File: src/rtl/hgame_match_ctrl.sv
// hgame_match_ctrl: three-player match sequencer (lock gather, round fire, scoring, result hold).
// Define HGAME_DRAW_LIMIT_EN to end a match after MAX_DRAWS consecutive drawn rounds.
module hgame_match_ctrl #(
   parameter int WIN_POINTS  = 3,
   parameter int SW          = 2,
   parameter int SHOW_CYCLES = 4,
   parameter int RES_TIMEOUT = 8,
   parameter int MAX_DRAWS   = 5
) (
   input  logic          CLK,
   input  logic          RST,
   input  logic          start,
   input  logic          lock_a,
   input  logic          lock_b,
   input  logic          lock_c,
   output logic          round_go,
   input  logic          res_valid,
   input  logic [2:0]    res_win,
   output logic          show,
   output logic [SW-1:0] score_a,
   output logic [SW-1:0] score_b,
   output logic [SW-1:0] score_c,
   output logic [7:0]    round_cnt,
   output logic          busy,
   output logic          match_done,
   output logic [2:0]    match_winner
);
   typedef enum logic [2:0] {IDLE, WAIT_LOCK, GO, WAIT_RES, SHOW, DONE} state_t;
   localparam int TW = $clog2(RES_TIMEOUT + 1);
   localparam int CW = $clog2(SHOW_CYCLES + 1);
   localparam logic [SW-1:0] WP = SW'(WIN_POINTS);
   state_t        state;
   logic [2:0]    locked, all_lock, res, at_win;
   logic [TW-1:0] tcnt;
   logic [CW-1:0] scnt;
   logic          capture;
`ifdef HGAME_DRAW_LIMIT_EN
   localparam int DW = $clog2(MAX_DRAWS + 1);
   logic [DW-1:0] draws;
`endif
   // A silent core is scored as a draw once the timeout window closes.
   always_comb begin
      all_lock = locked | {lock_a, lock_b, lock_c};
      res      = res_valid ? res_win : 3'b000;
      capture  = state == WAIT_RES && (res_valid || tcnt == TW'(RES_TIMEOUT - 1));
      at_win   = {score_a == WP, score_b == WP, score_c == WP};
   end
   always_ff @(posedge CLK) begin
      if (RST) begin
         state        <= IDLE;
         locked       <= '0;
         tcnt         <= '0;
         scnt         <= '0;
         round_go     <= 1'b0;
         show         <= 1'b0;
         busy         <= 1'b0;
         match_done   <= 1'b0;
         match_winner <= '0;
         score_a      <= '0;
         score_b      <= '0;
         score_c      <= '0;
         round_cnt    <= '0;
`ifdef HGAME_DRAW_LIMIT_EN
         draws        <= '0;
`endif
      end else begin
         case (state)
            IDLE, DONE: if (start) begin
               state        <= WAIT_LOCK;
               busy         <= 1'b1;
               match_done   <= 1'b0;
               match_winner <= '0;
               score_a      <= '0;
               score_b      <= '0;
               score_c      <= '0;
               round_cnt    <= '0;
               locked       <= '0;
`ifdef HGAME_DRAW_LIMIT_EN
               draws        <= '0;
`endif
            end
            WAIT_LOCK: begin
               locked <= all_lock;
               if (&all_lock) begin
                  state    <= GO;
                  round_go <= 1'b1;
               end
            end
            GO: begin
               round_go <= 1'b0;
               locked   <= '0;
               tcnt     <= '0;
               state    <= WAIT_RES;
            end
            WAIT_RES: if (capture) begin
               score_a   <= (res[2] && score_a != WP) ? score_a + SW'(1) : score_a;
               score_b   <= (res[1] && score_b != WP) ? score_b + SW'(1) : score_b;
               score_c   <= (res[0] && score_c != WP) ? score_c + SW'(1) : score_c;
               round_cnt <= round_cnt + 8'(round_cnt != 8'hFF);
`ifdef HGAME_DRAW_LIMIT_EN
               draws     <= (res != 3'b000) ? '0 : (draws == DW'(MAX_DRAWS)) ? draws : draws + DW'(1);
`endif
               show      <= 1'b1;
               scnt      <= '0;
               state     <= SHOW;
            end else begin
               tcnt <= tcnt + TW'(1);
            end
            SHOW: if (scnt == CW'(SHOW_CYCLES - 1)) begin
               show <= 1'b0;
               if (|at_win) begin
                  state        <= DONE;
                  busy         <= 1'b0;
                  match_done   <= 1'b1;
                  match_winner <= at_win;
               end
`ifdef HGAME_DRAW_LIMIT_EN
               else if (draws == DW'(MAX_DRAWS)) begin
                  state        <= DONE;
                  busy         <= 1'b0;
                  match_done   <= 1'b1;
                  match_winner <= '0;
               end
`endif
               else state <= WAIT_LOCK;
            end else begin
               scnt <= scnt + CW'(1);
            end
            default: state <= IDLE;
         endcase
      end
   end
endmodule

File: config.mk
export PLATFORM = sky130hd
export DESIGN_NAME = hgame_match_ctrl
export DESIGN_NICKNAME = d
export VERILOG_FILES = /design/src/rtl/hgame_match_ctrl.sv
export SDC_FILE = /design/constraint.sdc
export NUM_CORES = 1
export LEC_CHECK = 0
export CAP_MARGIN = 40
export CORE_ASPECT_RATIO = 0.7
export CORE_MARGIN = 5
export CORE_UTILIZATION = 47
export CTS_CLUSTER_DIAMETER = 80
export DETAILED_ROUTE_END_ITERATION = 8
export HOLD_SLACK_MARGIN = 0.02
export PLACE_DENSITY = 0.75
export SYNTH_ARGS = -nofsm -noshare
export SYNTH_HDL_FRONTEND = slang
export SYNTH_SLANG_ARGS = --single-unit
File: constraint.sdc
create_clock -name CLK -period 1.8 [get_ports CLK]
set_clock_uncertainty 0.1 [all_clocks]
set_input_delay 0.18 -clock CLK [delete_from_list [all_inputs] [get_ports CLK]]
set_output_delay 0.18 -clock CLK [all_outputs]
set_load 0.05 [all_outputs]
==> run_results.csv <==
group,metric,value,unit
critical_path,setup.worst_path.class,"reg -> out",
floorplanning,design.die.area,5330,um^2
layout,regArea,703,um^2
sta,worst_slew_pin_slew,522,ps
clocking,cts_tree,"yes",
power,power.combinational.fraction,22.3,%
synthesis,yosys_register_bits,34,
global_route,grt_pass1_vias,1591,
layout,drive_above_1_share,29.0,%
sta,report.final.setup_viol,0,
sta,layout_worst_path_cycle_share,98.3,%
routing,detail_route.wirelength,4.51,mm
synthesis,synth_top_cells_by_count,"34 x dfxtp_1, 27 x nor2_1, 15 x a21oi_1",
critical_path,reg2reg_slack,50,ps
critical_path,cell_family_with_most_cp_delay,"buffers and inverters",
sta,fin_tns_setup,0,ps
sta,fmax,0.565,GHz
sta,rel_slew_slack,65.1,%
worst_hold_path,timing.hold.worst.start,"busy",
critical_path,worstPathRequired,1520,ps
critical_path,slowest_delay,840,ps
clocking,worst_skew_pair.late_latency,290,ps
critical_path,reg2reg_from,"scnt[0]",
critical_path,crit_path_cell_trace,"clkdlybuf4s50_1",
sta,final_period_minus_worst_setup_slack,1770,ps
synthesis,edff_count_synth,0,
routing,avgRoutedWirePerCell,14.1,um
synthesis,synth_seq_area_share,36.6,%
clocking,cts_max_path_buffers,2,
flow_run,maxCapViolations,0,
routing,drt_iter0_markers,73,
floorplanning,die-width,85.2,um
sta,timing_max_transition_violations_final,0,
place,detailedPlacementHpwl,3.34,mm
synthesis,synth_top_area_share,36.6,%
power,share_seq_of_total_power,45.9,%
global_route,first_pass_grt_wire_length,7.51,mm
power,power_switching,0.502,mW
critical_path,crit_arrival,1490,ps
routing,number_of_nets_with_antenna_violations_after_routing,0,
synthesis,synth_top_cell_by_area,"dfxtp_1",
clocking,clock_pin_slew_worst_setup_and_hold_paths,70,ps
layout,design.final.nets,288,
power,worst_ir_drop_vdd,0.483,mV
worst_hold_path,worst_hold_path_class,"reg -> reg",
power,switching_share,28.5,%
clocking,tritoncts_num_sinks,34,
routing,detailedRoute.firstPassIterationCount,4,
synthesis,synthesis.area,1860,um^2
layout,area_delta_synth_final,36.6,%
global_route,groute.usage.overall,17.3,%
synthesis,synth_fp_nets,237,
global_route,grt_antenna_before_repair,0,
critical_path,setup.worst_path.start_class,"flip-flop",
power,post-layout-total-power,1.76,mW
floorplanning,initial_utilization,47.9,%
critical_path,crit_path_start,"match_winner[2]",
synthesis,postSynth.topFlopCell,"dfxtp_1",
layout,finalCoreUtilization,65.5,%
power,p_leak,1.01,nW
floorplanning,io_pins,31,
sta,hold_viol_final,0,
synthesis,postSynthCellCount,219,
critical_path,end_kind,"primary output",
global_route,pin_count_of_the_biggest_net_entering_global_routing,13,
status,run_status,"complete, no violations",
routing,routed-via-count,1769,
floorplanning,chipHeight,62.6,um
power,power_density,692,nW/um^2
synthesis,synth_top_cells_by_area,"dfxtp_1 37%, nor2_1 5.5%, ha_1 5.4%",
power,share_clk_of_total_power,31.7,%
clocking,root_buffer,"clkbuf_8",
critical_path,worst-path-buf-inv,1,
global_route,global_route.overflow_total,0,
synthesis,yosys_warnings,0,
layout,multi_input_area,1140,um^2
clocking,cts_buffers,5,
place,numPortBuffers,30,
sta,setup_ws,31.0,ps
synthesis,synthArstFlopShare,0,%
synthesis,synth_most_common_cell,"dfxtp_1",
routing,drt_via_density,5.51,
power,power.internal,1.26,mW
critical_path,timing.critical_path.fanout_max,2,
floorplanning,coreArea,3870,um^2
routing,route.detailed.drc,0,
floorplanning,std_cell_rows,19,
place,routabilityCongestion,0.798,
place,placement.setup.worst_slack,-84.9,ps
critical_path,cp_slowest_cell,"clkdlybuf4s50_1",
synthesis,yosysUniqueCellTypes,52,
layout,fill_cells,325,
layout,diodes,0,
clocking,cts.hold.buffers_added,0,
synthesis,post_synth.cell_area_avg,8.48,um^2
clocking,ctsHtreeMaxLevel,2,
==> cells by family (layout without fill, tap and decap cells) <==
group / Yosys count / after routing / synth area share, %
muxes: 8 / 8 / 4.31
and+or+nand+nor: 85 / 85 / 25.1
xor gates and xnor gates: 1 / 1 / 0.471
AOI/OAI and AO/OA: 56 / 56 / 21.4
DFF: 34 / 34 / 36.6
buffers and inverters: 27 / 77 / 6.67
adders and majority gates: 8 / 8 / 5.39
==> power by group through the flow <==
stage          combinational (mW)  clock, mW  sequential, mW
2_1_floorplan               0.253          0           0.835
3_3_place_gp                0.373          0           0.819
3_5_place_dp                0.375          0           0.820
4_1_cts                     0.378      0.570           0.804
5_1_grt                     0.428      0.611           0.812
6_report                    0.393      0.558           0.807
==> cell usage in the layout (no fill, tap or decap), types with 2 or more instances in the layout <==
| cell type | count |
|---|---|
| nor2b_1 | 2 |
| nand2b_1 | 3 |
| dfxtp_1 | 18 |
| clkdlybuf4s50_1 | 25 |
| a21oi_1 | 14 |
| nor4_1 | 2 |
| inv_1 | 13 |
| nand3_1 | 13 |
| and3b_2 | 2 |
| ha_1 | 3 |
| clkbuf_8 | 6 |
| dfxtp_2 | 15 |
| nor2_1 | 26 |
| or3_1 | 3 |
| a311oi_1 | 2 |
| o211ai_1 | 2 |
| a31oi_1 | 5 |
| or2_2 | 2 |
| a22oi_1 | 3 |
| a211oi_1 | 2 |
| mux2i_1 | 8 |
| ha_2 | 2 |
| ha_4 | 3 |
| o21ai_0 | 6 |
| o32ai_1 | 3 |
| o32ai_2 | 3 |
| and3_1 | 4 |
| and2_1 | 4 |
| nand2_1 | 11 |
| buf_4 | 32 |
==> state kept, by name, summed over array words and instances, names as in the netlist <==
name          cells
score_c           2
score_b           2
state             3
round_go          1
round_cnt         8
match_winner      3
score_a           2
show              1
match_done        1
locked            3
scnt              3
busy              1
tcnt              4
==> final timing paths <==
check	depth (start not counted)	end
max	1	match_winner[2]
min	2	busy
max reg2reg	5	scnt[0]
min reg2reg	2	busy
==> area by class of cell <==
cell class	count	share of cell area [%]
multi-input cells	158	44.8
flip-flops and latches	34	27.7
repair buffers	58	19.8
clock buffers	6	3.25
well taps	52	2.56
inverters	13	1.92
==> worst register-to-register path: stages, from the launching register on <==
cell and delay (ps):
dfxtp_2 340, ha_4 160, ha_4 170, or4b_4 490, or2_2 280, a21oi_1 130
==> timing repair <==
action	4_1_cts	5_1_grt
pin swaps	2	6
gates resized for setup	2	15
endpoints found under the setup margin	1	15
setup buffers	1	1
gates cloned	0	0
==> metrics by stage <==
stage / std cells / instance area (um^2) / hold slack, ps
6_report: 321 / 2540 / 358
5_1_grt: 321 / 2540 / 399
4_1_cts: 320 / 2470 / 361
3_5_place_dp: 313 / 2380 / 351
3_3_place_gp: 313 / 2380 / 341
2_1_floorplan: 219 / 1920 / 218
==> layer usage <==
layer	global-route usage (%)	vias up	share of wire, %
met5	0	-	0
met3	4.61	7	5.9
met2	25.2	37	44
met1	24.1	827	49
met4	7.11	0	1.8
li1	-	898	-
No activity file was read; power rests on OpenSTA's default activity.
